--- config.mk ---
export PLATFORM = sky130hd
export DESIGN_NAME = pb_gesture_decoder
export DESIGN_NICKNAME = d
export VERILOG_FILES = /design/src/rtl/pb_gesture_decoder.sv
export SDC_FILE = /design/constraint.sdc
export NUM_CORES = 1
export LEC_CHECK = 0
export ABC_AREA = 0
export BUFFER_PORTS_ARGS = -buffer_cell sky130_fd_sc_hd__buf_4
export CAP_MARGIN = 15
export CORE_MARGIN = 3
export CORE_UTILIZATION = 52
export DETAILED_ROUTE_END_ITERATION = 6
export PLACE_DENSITY = 0.74
export SLEW_MARGIN = 20
export SYNTH_ARGS = -nofsm -noshare
export SYNTH_HDL_FRONTEND = slang
export SYNTH_SLANG_ARGS = --single-unit
--- constraint.sdc ---
create_clock -name clk -period 1.85 [get_ports clk]
set_clock_uncertainty 0.15 [all_clocks]
set_input_delay 0.0925 -clock clk [delete_from_list [all_inputs] [get_ports clk]]
set_output_delay 0.0925 -clock clk [all_outputs]
set_load 0.05 [all_outputs]
--- src/rtl/pb_gesture_decoder.sv ---
// Push-button gesture classifier: short press, long press with auto-repeat, double click.
// Consumes the debouncer's level/press/release signals; all outputs registered.
module pb_gesture_decoder #(
    parameter int CNT_W         = 16,
    parameter int LONG_CYCLES   = 20,
    parameter int GAP_CYCLES    = 10,
    parameter int REPEAT_CYCLES = 8
) (
    input  logic       clk,
    input  logic       rst,
    input  logic       PB_pressed_status,
    input  logic       PB_pressed_pulse,
    input  logic       PB_released_pulse,
    output logic       short_press_pulse,
    output logic       long_press_pulse,
    output logic       hold_repeat_pulse,
    output logic       double_click_pulse,
    output logic [1:0] last_gesture
);

    // state    | meaning
    // IDLE     | no gesture in progress
    // PRESS1   | first press held, timing towards long press
    // HOLD     | long press held, emitting auto-repeat
    // WAIT_GAP | first press released, waiting for a second press
    // WAIT_REL | second press of a double click, waiting for release
    typedef enum logic [2:0] {
        S_IDLE,
        S_PRESS1,
        S_HOLD,
        S_WAIT_GAP,
        S_WAIT_REL
    } state_t;

    localparam logic [CNT_W-1:0] LONG_TC   = CNT_W'(LONG_CYCLES - 1);
    localparam logic [CNT_W-1:0] GAP_TC    = CNT_W'(GAP_CYCLES - 1);
    localparam logic [CNT_W-1:0] REPEAT_TC = CNT_W'(REPEAT_CYCLES - 1);

    localparam logic [1:0] G_SHORT  = 2'd1;
    localparam logic [1:0] G_LONG   = 2'd2;
    localparam logic [1:0] G_DOUBLE = 2'd3;

    state_t           state_q, state_d;
    logic [CNT_W-1:0] cnt_q, cnt_d;
    logic             short_q, short_d;
    logic             long_q, long_d;
    logic             repeat_q, repeat_d;
    logic             double_q, double_d;
    logic [1:0]       last_q, last_d;
    logic             press, release_ev;

    // Press and release in the same cycle is a protocol violation: drop both.
    assign press      = PB_pressed_pulse & ~PB_released_pulse;
    assign release_ev = PB_released_pulse & ~PB_pressed_pulse;

    always_comb begin
        state_d  = state_q;
        cnt_d    = cnt_q + 1'b1;
        short_d  = 1'b0;
        long_d   = 1'b0;
        repeat_d = 1'b0;
        double_d = 1'b0;
        last_d   = last_q;

        case (state_q)
            S_IDLE: begin
                cnt_d = '0;
                if (press) begin
                    state_d = S_PRESS1;
                end
            end
            S_PRESS1: begin
                if (release_ev) begin
                    state_d = S_WAIT_GAP;
                    cnt_d   = '0;
                end else if (!PB_pressed_status) begin
                    state_d = S_IDLE;
                    cnt_d   = '0;
                end else if (cnt_q == LONG_TC) begin
                    long_d  = 1'b1;
                    last_d  = G_LONG;
                    state_d = S_HOLD;
                    cnt_d   = '0;
                end
            end
            S_HOLD: begin
                if (release_ev || !PB_pressed_status) begin
                    state_d = S_IDLE;
                    cnt_d   = '0;
                end else if (cnt_q == REPEAT_TC) begin
                    repeat_d = 1'b1;
                    cnt_d    = '0;
                end
            end
            S_WAIT_GAP: begin
                if (press) begin
                    double_d = 1'b1;
                    last_d   = G_DOUBLE;
                    state_d  = S_WAIT_REL;
                    cnt_d    = '0;
                end else if (cnt_q == GAP_TC) begin
                    short_d = 1'b1;
                    last_d  = G_SHORT;
                    state_d = S_IDLE;
                    cnt_d   = '0;
                end
            end
            S_WAIT_REL: begin
                cnt_d = '0;
                if (release_ev || !PB_pressed_status) begin
                    state_d = S_IDLE;
                end
            end
            default: begin
                state_d = S_IDLE;
                cnt_d   = '0;
            end
        endcase
    end

    always_ff @(posedge clk) begin
        if (rst) begin
            state_q  <= S_IDLE;
            cnt_q    <= '0;
            short_q  <= 1'b0;
            long_q   <= 1'b0;
            repeat_q <= 1'b0;
            double_q <= 1'b0;
            last_q   <= 2'd0;
        end else begin
            state_q  <= state_d;
            cnt_q    <= cnt_d;
            short_q  <= short_d;
            long_q   <= long_d;
            repeat_q <= repeat_d;
            double_q <= double_d;
            last_q   <= last_d;
        end
    end

    assign short_press_pulse  = short_q;
    assign long_press_pulse   = long_q;
    assign hold_repeat_pulse  = repeat_q;
    assign double_click_pulse = double_q;
    assign last_gesture       = last_q;

endmodule

==> Word level (Yosys, flattened, before mapping) <==
Cells that the tools add are included.
{ "totals": {"ff_bits": 25, "output_inout_bits": 6, "input_bits": 5} }
{ "op_classes": {"n_bitwise": 8, "add_sub_neg": 1, "eq_ne": 14, "n_reduce_logical": 11, "n_mux": 26} }
{ "op_table": {"columns": ["op", "n"], "rows": [
  ["$mux 16", 7],
  ["$pmux 16 s3", 1],
  ["$mux 3", 7],
  ["$add 16x1->16 const B", 1],
  ["$eq 16x3->1 const B", 1],
  ["$eq 16x4->1 const B", 1],
  ["$eq 16x5->1 const B", 1],
  ["$pmux 3 s4", 1],
  ["$mux 2", 5],
  ["$ne 2x2->1 const B", 4],
  ["$eq 3x2->1 const B", 2],
  ["$not 1->1", 6],
  ["$reduce_or 3->1", 2],
  ["$reduce_and 5->1", 1],
  ["$mux 1", 4],
  ["$ne 4x4->1 const B", 1],
  ["$pmux 2 s2", 1],
  ["$reduce_and 4->1", 1],
  ["$reduce_or 2->1", 2],
  ["$reduce_or 4->1", 1],
  ["$eq 3x1->1 const B", 1],
  ["$eq 3x3->1 const B", 1],
  ["$logic_not 3->1", 1],
  ["$ne 3x3->1 const B", 1],
  ["5 further kinds", 6]
]} }

==> Logic depth before layout (Yosys ltp) <==
Gate-level depths: netlist of run 1.
{ "logic_depth": {"word_depth": 5, "ltp_mapped": 7, "depth_no_buf": 6} }

==> Worst setup path after synthesis of run 1 <==
Ideal clock, no wire load.
{ "synth_timing": {"path_kind": "reg2reg", "startpoint": "register cnt_q[0]", "endpoint": "register cnt_q[10]", "path_stages_with_launch": 7, "period_less_slack_ns": 1.797, "path_slack_ns": 0.053, "path_buffers": 1, "arrival_time_ns": 1.525, "setup_time_ns": 0.122, "cell_sequence": "dfxtp_1 ha_1 and4bb_2 nand4_2 a32oi_4 buf_6 a21oi_1"} }
{ "synth_via": {"elab_chain_cells": 5, "word_cells_on_any_way": 12, "classes_between": "add/sub: 1; eq/ne: 3; mux: 8"} }
{ "synth_lines": {"columns": ["item", "line_no", "text"], "rows": [
  ["start, declared", "44", "logic [CNT_W-1:0] cnt_q, cnt_d;"],
  ["start signal, assigned", "132", "cnt_q <= cnt_d;"],
  ["$add 16x1->16 / $eq 16x5->1 (equally long branches)", "58, 79", null],
  ["$mux 16", "79", "end else if (cnt_q == LONG_TC) begin"],
  ["$mux 16", "76", "end else if (!PB_pressed_status) begin"],
  ["$mux 16", "73", "if (release_ev) begin"],
  ["$pmux 16 s3 (*)", "65", "case (state_q)"]
]} }
Every way passes the cells marked *; elsewhere a longest branch is shown, timed or not.
A chain may end at the register's enable or synchronous reset.

==> Final worst setup path of run 1 <==
{ "layout_timing": {"startpoint": "register state_q[0]", "endpoint": "register cnt_q[15]"} }
{ "layout_via": {"elab_chain_cells": 2, "word_cells_on_any_way": 4, "classes_between": "eq/ne: 3; mux: 1"} }
{ "layout_lines": {"columns": ["item", "line_no", "text"], "rows": [
  ["start, declared", "43", "state_t state_q, state_d;"],
  ["start signal, assigned", "131", "state_q <= state_d;"],
  ["$eq 3x2->1 / $eq 3x1->1 (equally long branches)", "65", null],
  ["$pmux 16 s3 (*)", "65", null]
]} }
Marked as above.

==> metrics.log, run 1 <==
INFO  metric placeableCoreArea = 2320 sq um
INFO  metric core.rowCount = 17
INFO  metric hold_path_startpoint = PB_released_pulse
INFO  metric data_arrival_time_at_the_worst_slack_endpoint = roughly 1.9 ns
INFO  metric netlist.top_cell.by_area = sky130_fd_sc_hd__dfxtp_1
INFO  metric vdd.ir_drop.worst = around 0.00037 V
INFO  metric ys_top_cells_by_area = sky130_fd_sc_hd__dfxtp_1 38%, sky130_fd_sc_hd__a21oi_1 6.8%, sky130_fd_sc_hd__xor2_1 4.6%
INFO  metric hold_viol_final = 0
INFO  metric synth_area_in_simple_gates = approximately 29%
INFO  metric wl_per_cell = between 15 and 20 um
INFO  metric yosysWarnings = 0
INFO  metric timing.critical_path.required = 1.96 ns
INFO  metric number_of_clock_sinks_seen_by_cts = 25
INFO  metric fp.dieH = between 50 and 60 um
INFO  metric floorplan.initialDensity = between 50% and 60%
INFO  metric io_buffer_count = 10
INFO  metric switching_power = about 0.00022 W
INFO  metric layout-area-overhead-vs-synth = 21.8%
INFO  metric flip_flop_and_latch_count_after_synthesis = 25
INFO  metric cts.root.buffer_cell = sky130_fd_sc_hd__clkbuf_4
INFO  metric share_seq_of_total_power = roughly 62%
INFO  metric clkSlewWorstSetupHoldPaths = 0.14 ns
INFO  metric clock_power_share = about 28%
INFO  metric die_w = about 57 um
INFO  metric critical_path.endpoint_type = flop
INFO  metric layout-drive-gt1-share = slightly below 30%
INFO  metric antennaDiodeCount = 0
INFO  metric ctsHtreeMaxLevel = 1
INFO  metric grt_util_all_layers = between 10% and 20%
INFO  metric synth_edf_count = 0
INFO  metric initial_antenna_violation_count = 0
INFO  metric synth_cell_type_count = 40
INFO  metric drt_pre_antenna_iters = 4
INFO  metric synth.mux.area_fraction = 0%
INFO  metric synth_top_family_by_area = simple AND/OR/NAND/NOR gates
INFO  metric critical_path.reg2reg.endpoint = cnt_q[15]
INFO  metric timing.hold.worst_path_depth = 4
INFO  metric drcViolationCount = 0
INFO  metric placed_area = 1510 sq um
INFO  metric post-synth-top-area-fraction = roughly 38%
INFO  metric compound_gate_portion_of_the_synthesized_area = ~18%
INFO  metric worstReg2RegStart = state_q[0]
INFO  metric die-area = roughly 3200 sq um
INFO  metric dr_total_vias = around 1200
INFO  metric timing.setup.critical_path_class = reg -> reg
INFO  metric detailedPlace.worstSlack = between 0.06 and 0.07 ns
INFO  metric grt_pass1_vias = between 1000 and 1500
INFO  metric seq_area_frac_synth = roughly 38%
INFO  metric layout.filler_cells = 179
INFO  metric finalPower = ~0.00088 W
INFO  metric total_count_of_max_transition_violations_in_the_final_report = 0
INFO  metric actual_transition_at_the_worst_max_transition_pin = between 0.3 and 0.4 ns
INFO  metric yosys_most_used_dff = sky130_fd_sc_hd__dfxtp_1
INFO  metric reg2regPathDepth = 5
INFO  metric combPwrFrac = roughly 9.7%
INFO  metric p_leak = roughly 0.6 nW
INFO  metric synth-adder-area-share = between 2 and 3%
INFO  metric initialDrtViolationCount = 47
INFO  metric utilization = a little over two thirds
INFO  metric post_synth_instance_area = between 1000 and 1500 sq um
INFO  metric max-clock-path-buffers = 2
INFO  metric reg2reg_setup_slack = ~0.074 ns
INFO  metric largest_net_degree_at_the_start_of_global_routing = 17
INFO  metric top_level_ports = 11
INFO  metric period_minus_slack = roughly 1.8 ns
INFO  metric final_setup_viols = 0
INFO  metric status = finished, final reports clean
INFO  metric clk_latency = between 0.3 and 0.4 ns
INFO  metric ant_nets = 0
INFO  metric grt_pass1_wl = between 4000 and 5000 um
INFO  metric timing.critical_path.from_type = flop
INFO  metric viasPerCell = roughly 6
INFO  metric maxSlewHeadroom = about three quarters
INFO  metric worst_hold_path_type = in -> reg
INFO  metric cp_max_fo = 7
INFO  metric postRouteWirelength = 3000 um
INFO  metric syn_avg_cell_area = ~9.4 sq um
INFO  metric netlist_instances = ~140
INFO  metric cts_made_buffers = 3
INFO  metric synth.net_count = 150
INFO  metric swShare = between 20% and 30%
INFO  metric globalplace.congestion = 0.877
INFO  metric worst_hold_path.endpoint = last_gesture[1]
INFO  metric max_cap_viol_count = 0
INFO  metric ys_async_sr_fraction = 0%
INFO  metric finish.net_count = 177
INFO  metric global_route.overflow_total = 0
INFO  metric power_density = 542 nW/um^2
INFO  metric stdcell_area = roughly 1600 sq um
INFO  metric dpl.hpwl = 2120 um
INFO  metric achievable-frequency = around 560 MHz
INFO  metric synth_xor_xnor_area_share = approximately 8.5%
INFO  metric layout_worst_path_cycle_share = between 90% and 100%
INFO  metric tritoncts_clock_tree = yes
INFO  metric cell_internal_pwr = 0.000663 W
INFO  metric postLayoutSetupSlackWorst = ~0.074 ns
-- worst max-delay path by stage --
| stage | startpoint | to | slack (ns) |
|---|---|---|---|
| floorplan | cnt_q[0] | cnt_q[10] | 0.05 |
| global placement | cnt_q[8] | last_gesture[1] | 0.08 |
| detailed placement | cnt_q[0] | cnt_q[8] | 0.06 |
| CTS | PB_pressed_pulse | state_q[2] | 0.04 |
| global route | state_q[0] | cnt_q[7] | -0.02 |
| finish | state_q[0] | cnt_q[15] | 0.07 |
-- per-layer routing --
layer  vias to the layer above  global-route usage (%)  part of all wire (%)
met5                         -                       0                     0
met4                         0                    7.46                  0.97
met3                         4                    3.22                   3.6
met2                        24                    33.7                    52
met1                       559                    22.8                    44
li1                        579                       -                     -
-- area by class of cell --
| cell class | count | area, sq um | share of cell area, % |
|---|---|---|---|
| Multi-Input combinational cell | 107 | 803 | 49.5 |
| Sequential cell | 25 | 507 | 31.2 |
| Timing Repair Buffer | 28 | 236 | 14.6 |
| Tap cell | 28 | 35.0 | 2.16 |
| Clock buffer | 3 | 22.5 | 1.39 |
| Inverter | 4 | 15.0 | 0.924 |
| Clock inverter | 1 | 5.00 | 0.308 |
-- metrics by stage --
step | hold slack [ns] | cells | TNS [ns]
finish | 0.199 | 196 | 0
detailed placement | 0.183 | 186 | 0
CTS | 0.176 | 194 | 0
global placement | 0.176 | 186 | 0
global route | 0.242 | 196 | -0.0587
floorplan | 0.158 | 142 | 0
-- cells in the final DEF, fill, tap and decap left out, drive strengths merged, types with 2 or more instances in the layout --
cell and instances:
xnor2 6, nor2 5, buf 24, inv 4, a22oi 3, nand4 9
a21o 2, nor4 4, nand2 9, and4bb 3, o21ai 2, o21a 2
and3 3, a21oi 18, and4 3, xor2 7, clkbuf 3, nand3 8
nor3 3, nor4b 2, ha 3, or3 2, dlygate4sd3 4, dfxtp 25
nand2b 3
-- state kept, by name (all words and copies together) (netlist names) --
register,count
last_gesture,2
hold_repeat_pulse,1
double_click_pulse,1
short_press_pulse,1
state_q,3
cnt_q,16
long_press_pulse,1
-- cells in the mapped netlist, types with 3 or more instances --
| library cell | n |
|---|---|
| sky130_fd_sc_hd__nand4_1 | 6 |
| sky130_fd_sc_hd__nand3_1 | 8 |
| sky130_fd_sc_hd__nand2_1 | 9 |
| sky130_fd_sc_hd__nand2b_1 | 3 |
| sky130_fd_sc_hd__and4_1 | 3 |
| sky130_fd_sc_hd__a21oi_1 | 18 |
| sky130_fd_sc_hd__nor2_1 | 5 |
| sky130_fd_sc_hd__nand4_2 | 3 |
| sky130_fd_sc_hd__ha_1 | 3 |
| sky130_fd_sc_hd__inv_1 | 4 |
| sky130_fd_sc_hd__xnor2_1 | 6 |
| sky130_fd_sc_hd__xor2_1 | 7 |
| sky130_fd_sc_hd__a22oi_1 | 3 |
| sky130_fd_sc_hd__and4bb_2 | 3 |
| sky130_fd_sc_hd__dfxtp_1 | 25 |
| sky130_fd_sc_hd__and3_1 | 3 |
-- critical path, stage by stage (launching register included) --
cell	delay (ns)
sky130_fd_sc_hd__dfxtp_1	0.45
sky130_fd_sc_hd__nor2b_1	0.24
sky130_fd_sc_hd__and3_1	0.36
sky130_fd_sc_hd__a32oi_4	0.16
sky130_fd_sc_hd__buf_4	0.18
sky130_fd_sc_hd__a22oi_1	0.16
-- logic make-up (layout without fill, tap and decap cells) --
group	after synthesis	after routing
adder cells (fa/ha/maj)	3	3
XOR/XNOR	13	13
AO/OA/AOI/OAI	35	35
flip-flops	25	25
AND/OR/NAND/NOR	56	56
buffers and inverters	10	36
-- power groups by stage --
stage	logic, W	clock network, W	registers (W)
floorplan	0.0000439	0	0.000561
global placement	0.0000712	0	0.000559
detailed placement	0.0000718	0	0.000559
CTS	0.0000792	0.000249	0.000547
global route	0.0000953	0.000272	0.000549
finish	0.0000856	0.000246	0.000548
-- what timing repair did --
item / CTS / global route
endpoints found under the hold margin: 6 / 0
buffers inserted: 0 / 2
setup endpoints to repair: 0 / 21
resized for setup: 0 / 11
hold buffers: 4 / 0
Power figures use the tool's default switching activity.
==> run 2: changes to the inputs <==
--- a/config.mk
+++ b/config.mk
@@ -9,9 +9,9 @@
 export BUFFER_PORTS_ARGS = -buffer_cell sky130_fd_sc_hd__buf_4
 export CAP_MARGIN = 15
 export CORE_MARGIN = 3
-export CORE_UTILIZATION = 52
+export CORE_UTILIZATION = 58
 export DETAILED_ROUTE_END_ITERATION = 6
-export PLACE_DENSITY = 0.74
+export PLACE_DENSITY = 0.78
 export SLEW_MARGIN = 20
 export SYNTH_ARGS = -nofsm -noshare
 export SYNTH_HDL_FRONTEND = slang
==> constraint.sdc (replaced) <==
create_clock -name clk -period 1.75 [get_ports clk]
set_clock_uncertainty 0.15 [all_clocks]
set_input_delay 0.0875 -clock clk [delete_from_list [all_inputs] [get_ports clk]]
set_output_delay 0.0875 -clock clk [all_outputs]
set_load 0.05 [all_outputs]
==> run 2 against run 1 <==
Compared with the run above: the flow now finishes with violations (setup timing); largest power group unchanged; largest cell class unchanged; critical path type unchanged; clock power increased by 10%; sequential power rose by 5.7%; critical path depth increased by 1; worst hold slack got worse by 0.016 ns; clock-buffer cell count rose by 1; register-to-register slack got worse by 0.24 ns.
==> metrics.log, run 2 (same netlist as run 1, synthesis figures left out) <==
INFO  metric max-clock-path-buffers = 2 (unchanged)
INFO  metric ant_nets = 0 (unchanged)
INFO  metric power_density = 512 nW/um^2 (was 542 nW/um^2)
INFO  metric tritoncts_clock_tree = yes (unchanged)
INFO  metric reg2reg_setup_slack = -0.16 ns (was 0.07 ns)
INFO  metric crit_path_max_incr_delay = 0.37 ns (was 0.45 ns)
INFO  metric dpl.hpwl = 2370 um (was 2120 um)
INFO  metric p_leak = 0.685 nW (was 0.583 nW)
INFO  metric die-area = 2910 sq um (was 3210 sq um)
INFO  metric regMostFlops = cnt_q (unchanged)
INFO  metric timing.critical_path.from_type = flop (unchanged)
INFO  metric hold_viol_final = 0 (unchanged)
INFO  metric drcViolationCount = 0 (unchanged)
INFO  metric ctsHtreeMaxLevel = 1 (unchanged)
INFO  metric number_of_placed_cells_counting_well_taps = 197 (was 186)
INFO  metric max_cap_viol_count = 0 (unchanged)
INFO  metric finalPower = 0.000960 W (was 0.000880 W)
INFO  metric layout-area-overhead-vs-synth = 40.5% (was 21.8%)
INFO  metric actual_transition_at_the_worst_max_transition_pin = 0.429 ns (was 0.373 ns)
INFO  metric crit_path_cell_trace = nor4_4 > buf_4 > nand4_1 > a32oi_4 > buf_6 > a21oi_2 (was nor2b_1 > and3_1 > a32oi_4 > buf_4 > a22oi_1)
INFO  metric top_level_ports = 11 (unchanged)
INFO  metric final_setup_viols = 19 (was 0)
INFO  metric number_of_clock_sinks_seen_by_cts = 25 (unchanged)
INFO  metric fp.dieH = 54.0 um (was 56.6 um)
INFO  metric timing.setup.critical_path_class = reg -> reg (unchanged)
INFO  metric viasPerCell = 7.12 (was 5.95)
INFO  metric violations = setup timing
INFO  metric dr_total_vias = 1517 (was 1166)
INFO  metric postRouteWirelength = 5050 um (was 3000 um)
INFO  metric io_buffer_count = 10 (unchanged)
INFO  metric antennaDiodeCount = 0 (unchanged)
INFO  metric global_route.overflow_total = 0 (unchanged)
INFO  metric floorplan.initialDensity = 64.7% (was 57.5%)
INFO  metric grt_setup_unrepaired = true
INFO  metric die_w = 54.0 um (was 56.6 um)
INFO  metric period_minus_slack = 1.91 ns (was 1.78 ns)
INFO  metric achievable-frequency = 523 MHz (was 563 MHz)
INFO  metric drt_pre_antenna_iters = 5 (was 4)
INFO  metric largest_reg_flops = 16 (unchanged)
INFO  metric initial_antenna_violation_count = 0 (unchanged)
INFO  metric grt_pass1_vias = 1313 (was 1140)
INFO  metric placeableCoreArea = 2060 sq um (was 2320 sq um)
INFO  metric layout-drive-gt1-share = 44.1% (was 29.2%)
INFO  metric placed_area = 1590 sq um (was 1510 sq um)
INFO  metric grt_util_all_layers = 29.0% (was 19.1%)
INFO  metric status = finished with violations (was finished, final reports clean)
INFO  metric finish.net_count = 195 (was 177)
INFO  metric wl_per_cell = 23.7 um (was 15.3 um)
INFO  metric timing.critical_path.required = 1.83 ns (was 1.96 ns)
INFO  metric largest_net_degree_at_the_start_of_global_routing = 17 (unchanged)
INFO  metric initialDrtViolationCount = 146 (was 47)
INFO  metric vdd.ir_drop.worst = 0.000502 V (was 0.000368 V)
INFO  metric critical_path.endpoint_type = flop (unchanged)
INFO  metric grt_pass1_wl = 6020 um (was 4960 um)
INFO  metric worst_hold_path_type = in -> reg (unchanged)
INFO  metric stdcell_area = 1870 sq um (was 1620 sq um)
INFO  metric layout_worst_path_cycle_share = 109% (was 96.0%)
INFO  metric data_arrival_time_at_the_worst_slack_endpoint = 1.99 ns (was 1.89 ns)
INFO  metric cts.root.buffer_cell = sky130_fd_sc_hd__clkbuf_4 (unchanged)
INFO  metric clk_latency = 0.33 ns (was 0.32 ns)
INFO  metric finalNonFillerCells = 213 (was 196)
INFO  metric tns = -2.36 ns (was 0 ns)
INFO  metric cpMaxStageDelayCell = sky130_fd_sc_hd__dfxtp_1 (unchanged)
INFO  metric total_count_of_max_transition_violations_in_the_final_report = 0 (unchanged)
INFO  metric postLayoutSetupSlackWorst = -0.161 ns (was 0.0741 ns)
INFO  metric maxSlewHeadroom = 71.0% (was 74.8%)
INFO  metric core.rowCount = 16 (was 17)
INFO  metric cp_max_fo = 8 (was 7)
INFO  metric cts_made_buffers = 3 (unchanged)
INFO  metric layout_commonest_cell = sky130_fd_sc_hd__buf_4 (unchanged)
INFO  metric globalplace.congestion = 0.875 (was 0.877)
INFO  metric clkSlewWorstSetupHoldPaths = 0.14 ns (about the same)
INFO  metric most-common-layout-cells = 38 x sky130_fd_sc_hd__buf_4, 19 x sky130_fd_sc_hd__dfxtp_1, 11 x sky130_fd_sc_hd__a21oi_2 (was 22 x sky130_fd_sc_hd__buf_4, 20 x sky130_fd_sc_hd__dfxtp_1, 18 x sky130_fd_sc_hd__a21oi_1)
[run 2: cell count changes in the layout (fill, tap and decap cells not counted), moves of 3 or more]
cell / before / now
sky130_fd_sc_hd__a21oi_1: 18 / 7
sky130_fd_sc_hd__buf_4: 22 / 38
sky130_fd_sc_hd__dfxtp_4: 0 / 3
sky130_fd_sc_hd__a21oi_2: 0 / 11
[run 2: where the power goes]
| group | switching (W) | leakage (nW) | total [W] | internal [W] |
|---|---|---|---|---|
| logic | 0.0000649 | 0.465 | 0.000110 | 0.0000451 |
| clock network | 0.000181 | 0.0150 | 0.000271 | 0.0000896 |
| registers | 0.00000837 | 0.205 | 0.000579 | 0.000571 |
| total | 0.000254 | 0.685 | 0.000960 | 0.000705 |
[run 2: routing by layer]
| metal | routed length (um) | part of all wire (%) | global-route usage, % |
|---|---|---|---|
| met1 | 1780 | 35 | 35.4 |
| met2 | 2400 | 48 | 46.6 |
| met3 | 546 | 11 | 4.99 |
| met4 | 325 | 6.4 | 18.7 |
| met5 | 0 | 0 | 0 |
[run 2: stage by stage]
step	worst slack (ns)	utilization, %	hold WS [ns]
finish	-0.161	90.9	0.183
global route	-0.200	90.9	0.183
CTS	-0.0632	83.7	0.136
detailed placement	-0.118	77.1	0.184
global placement	-0.0957	77.1	0.179
floorplan	0.0203	-	0.153
[run 2: final cells by class]
type	count	area (sq um)
Multi-Input combinational cell	107	900
Sequential cell	25	515
Timing Repair Buffer	46	382
Fill cell	81	188
Tap cell	27	33.8
Clock buffer	4	26.3
Inverter	4	17.5
[run 2: worst paths after layout]
path / startpoint / to / depth (start not counted)
worst max-delay path: cnt_q[14] / cnt_q[11] / 6
worst min register to register: cnt_q[0] / cnt_q[0] / 1
worst max register to register: cnt_q[14] / cnt_q[11] / 6
worst min-delay path: PB_released_pulse / state_q[0] / 5
[run 2: critical path, delay by kind of cell, from the launching register on]
kind                   cells  cell delay, ns
flip-flops                 1            0.37
AO/OA/AOI/OAI              2            0.38
buffers and inverters      2            0.41
AND/OR/NAND/NOR            2            0.50
[run 2: repair_timing]
item / 4_1_cts / 5_1_grt
endpoints found under the hold margin: 6 / 0
gates cloned: 0 / 0
pin swaps: 12 / 19
endpoints found under the setup margin: 19 / 22
buffers inserted: 2 / 7
hold buffers: 4 / 0
gates resized for setup: 15 / 23
==> run 3: changes to the inputs <==
==> constraint.sdc (replaced) <==
create_clock -name clk -period 1.75 [get_ports clk]
set_clock_uncertainty 0.15 [all_clocks]
set_input_delay 0.2625 -clock clk [delete_from_list [all_inputs] [get_ports clk]]
set_output_delay 0.2625 -clock clk [all_outputs]
set_load 0.05 [all_outputs]
==> run 3 against run 2 <==
Compared with the run above: critical endpoint is now cnt_q[0]; cell area fell by 2.7%; fmax grew 0.77%; final cell count decreased by 0.47%; global-route usage shrank 4.1 points; clock-buffer cell count stayed put; non-clock buffer count shrank 1; the run still ends with setup timing left; largest cell class unchanged; clock power decreased by 6%; critical path depth unchanged; routed wire length is 21% lower; sequential share of layout area rose by 0.69 points; die area unchanged.
==> metrics.log, run 3 (same netlist as run 1, synthesis figures left out) <==
INFO  metric floorplan.initialDensity = 64.7% (unchanged)
INFO  metric regMostFlops = cnt_q (unchanged)
INFO  metric max_cap_viol_count = 0 (unchanged)
INFO  metric p_leak = 0.677 nW (was 0.685 nW)
INFO  metric drt_pre_antenna_iters = 4 (was 5)
INFO  metric combPwrFrac = 10.4% (was 11.5%)
INFO  metric finalNonFillerCells = 212 (was 213)
INFO  metric hold_path_startpoint = rst (was PB_released_pulse)
INFO  metric postRouteWirelength = 4010 um (was 5050 um)
INFO  metric placeableCoreArea = 2060 sq um (unchanged)
INFO  metric data_arrival_time_at_the_worst_slack_endpoint = 1.96 ns (was 1.99 ns)
INFO  metric viasPerCell = 6.38 (was 7.12)
INFO  metric final_setup_viols = 20 (was 19)
INFO  metric maxSlewHeadroom = 68.1% (was 71.0%)
INFO  metric finish.net_count = 194 (was 195)
INFO  metric postLayoutSetupSlackWorst = -0.147 ns (was -0.161 ns)
INFO  metric cell_internal_pwr = 0.000702 W (was 0.000705 W)
INFO  metric global_route.usage.met2 = 37.5% (was 46.6%)
INFO  metric initial_antenna_violation_count = 0 (unchanged)
INFO  metric worst_hold_path_type = in -> reg (unchanged)
INFO  metric swShare = 24.5% (was 26.5%)
INFO  metric globalplace.congestion = 0.907 (was 0.875)
INFO  metric top_level_ports = 11 (unchanged)
INFO  metric detailedPlace.worstSlack = -0.103 ns (was -0.118 ns)
INFO  metric grt_pass1_vias = 1153 (was 1313)
INFO  metric clk_latency = 0.32 ns (was 0.33 ns)
INFO  metric vdd.ir_drop.worst = 0.000411 V (was 0.000502 V)
INFO  metric layout_worst_path_cycle_share = 108% (was 109%)
INFO  metric worstReg2RegStart = cnt_q[12] (was cnt_q[14])
INFO  metric most-common-layout-cells = 39 x sky130_fd_sc_hd__buf_4, 18 x sky130_fd_sc_hd__dfxtp_1, 14 x sky130_fd_sc_hd__a21oi_1 (was 38 x sky130_fd_sc_hd__buf_4, 19 x sky130_fd_sc_hd__dfxtp_1, 11 x sky130_fd_sc_hd__a21oi_2)
INFO  metric power_density = 509 nW/um^2 (was 512 nW/um^2)
INFO  metric crit_path_max_incr_delay = 0.36 ns (was 0.37 ns)
INFO  metric crit_path_cell_trace = nor4_4 > buf_4 > nand4_1 > a32oi_4 > buf_12 > a21oi_1 (was nor4_4 > buf_4 > nand4_1 > a32oi_4 > buf_6 > a21oi_2)
INFO  metric clock_power_share = 27.5% (was 28.2%)
INFO  metric achievable-frequency = 527 MHz (was 523 MHz)
INFO  metric critPathCapture = cnt_q[0] (was cnt_q[11])
INFO  metric grt_setup_unrepaired = true (unchanged)
INFO  metric core.rowCount = 16 (unchanged)
INFO  metric crit_start = cnt_q[12] (was cnt_q[14])
INFO  metric timing.critical_path.required = 1.81 ns (was 1.83 ns)
INFO  metric cp_max_fo = 12 (was 8)
INFO  metric whs = 0.0282 ns (was 0.183 ns)
INFO  metric actual_transition_at_the_worst_max_transition_pin = 0.474 ns (was 0.429 ns)
INFO  metric layout-area-overhead-vs-synth = 36.8% (was 40.5%)
INFO  metric io_buffer_count = 10 (unchanged)
INFO  metric tritoncts_clock_tree = yes (unchanged)
INFO  metric wl_per_cell = 18.9 um (was 23.7 um)
INFO  metric reg2regPathDepth = 6 (unchanged)
INFO  metric largest_net_degree_at_the_start_of_global_routing = 17 (unchanged)
INFO  metric number_of_placed_cells_counting_well_taps = 197 (unchanged)
INFO  metric top_usage_layer = met2 (unchanged)
INFO  metric grtUsageMet3 = 4.16% (was 4.99%)
INFO  metric largest_reg_flops = 16 (unchanged)
INFO  metric die_w = 54.0 um (unchanged)
INFO  metric status = finished with violations (unchanged)
INFO  metric period_minus_slack = 1.90 ns (was 1.91 ns)
INFO  metric timing.critical_path.from_type = flop (unchanged)
INFO  metric grt_pass1_wl = 5200 um (was 6020 um)
INFO  metric die-area = 2910 sq um (unchanged)
INFO  metric max-clock-path-buffers = 2 (unchanged)
INFO  metric fp.dieH = 54.0 um (unchanged)
INFO  metric number_of_clock_sinks_seen_by_cts = 25 (unchanged)
INFO  metric switching_power = 0.000227 W (was 0.000254 W)
INFO  metric grt_util_all_layers = 24.9% (was 29.0%)
INFO  metric global_route.overflow_total = 0 (unchanged)
INFO  metric layout-drive-gt1-share = 41.1% (was 44.1%)
INFO  metric total_count_of_max_transition_violations_in_the_final_report = 0 (unchanged)
INFO  metric hold_viol_final = 0 (unchanged)
INFO  metric initialDrtViolationCount = 64 (was 146)
INFO  metric violations = setup timing (unchanged)
INFO  metric cpMaxStageDelayCell = sky130_fd_sc_hd__dfxtp_2 (was sky130_fd_sc_hd__dfxtp_1)
INFO  metric critical_path.endpoint_type = flop (unchanged)
INFO  metric ant_nets = 0 (unchanged)
INFO  metric share_seq_of_total_power = 62.2% (was 60.3%)
INFO  metric dpl.hpwl = 2300 um (was 2370 um)
INFO  metric drcViolationCount = 0 (unchanged)
INFO  metric clkSlewWorstSetupHoldPaths = 0.13 ns (was 0.14 ns)
INFO  metric met1_track_demand_over_resource = 34.5% (was 35.4%)
INFO  metric layout_commonest_cell = sky130_fd_sc_hd__buf_4 (unchanged)
INFO  metric dr_total_vias = 1353 (was 1517)
INFO  metric critical_path.reg2reg.endpoint = cnt_q[0] (was cnt_q[11])
INFO  metric timing.setup.critical_path_class = reg -> reg (unchanged)
INFO  metric cts.root.buffer_cell = sky130_fd_sc_hd__clkbuf_4 (unchanged)
INFO  metric antennaDiodeCount = 0 (unchanged)
INFO  metric ctsHtreeMaxLevel = 1 (unchanged)
INFO  metric cts_made_buffers = 3 (unchanged)
INFO  metric reg2reg_setup_slack = -0.15 ns (was -0.16 ns)
## run 3: cell types whose count changed in the layout (fill, tap and decap cells not counted), sizes merged
cell / change
dlymetal6s4s: -1
dlygate4sd3: -1
buf: +1
## run 3: worst min-delay path by stage
| stage | to | slack [ns] | cells past startpoint |
|---|---|---|---|
| floorplan | cnt_q[0] | 0.29 | 1 |
| global placement | cnt_q[0] | 0.26 | 1 |
| detailed placement | cnt_q[0] | 0.28 | 1 |
| CTS | state_q[1] | 0.01 | 2 |
| global route | short_press_pulse | 0.02 | 2 |
| finish | short_press_pulse | 0.03 | 2 |
## run 3: power groups by stage
| stage | clock network (W) | registers [W] | logic [W] |
|---|---|---|---|
| floorplan | 0 | 0.000593 | 0.0000463 |
| global placement | 0 | 0.000592 | 0.0000757 |
| detailed placement | 0 | 0.000592 | 0.0000785 |
| CTS | 0.000258 | 0.000579 | 0.0000805 |
| global route | 0.000279 | 0.000579 | 0.000105 |
| finish | 0.000255 | 0.000578 | 0.0000962 |
## run 3: routing by layer
metal | share of wire [%] | routed length (um)
met1 | 39 | 1580
met2 | 48 | 1910
met3 | 9.0 | 359
met4 | 3.9 | 157
met5 | 0 | 0
## run 3: per-stage QoR
stage	util, %	power [W]	setup TNS [ns]	instance area, sq um
floorplan	-	0.000639	0	1340
global placement	77.7	0.000667	-0.365	1600
detailed placement	77.7	0.000670	-0.869	1600
CTS	80.0	0.000918	-0.568	1650
global route	88.5	0.000963	-3.65	1820
finish	88.5	0.000929	-2.34	1820
## run 3: worst max-delay path, delay by kind of cell, from the launching register on
kind | cells | cell delay (ns)
AND/OR/NAND/NOR | 2 | 0.51
AO/OA/AOI/OAI | 2 | 0.40
buffers and inverters | 2 | 0.36
flip-flops | 1 | 0.36
## run 3: what timing repair did
item,4_1_cts,5_1_grt
hold endpoints to repair,0,1
setup buffers,1,8
endpoints found under the setup margin,20,21
resized for setup,4,22
gates cloned,0,0
pin swaps,4,10
hold buffers,0,2
## run 3: area by class of cell
cell class              count  area, sq um
multi-input cells         107          868
inverters                   4         15.0
repair buffers             45          367
fillers                    88          238
clock buffers               4         26.3
flip-flops and latches     25          514
well taps                  27         33.8
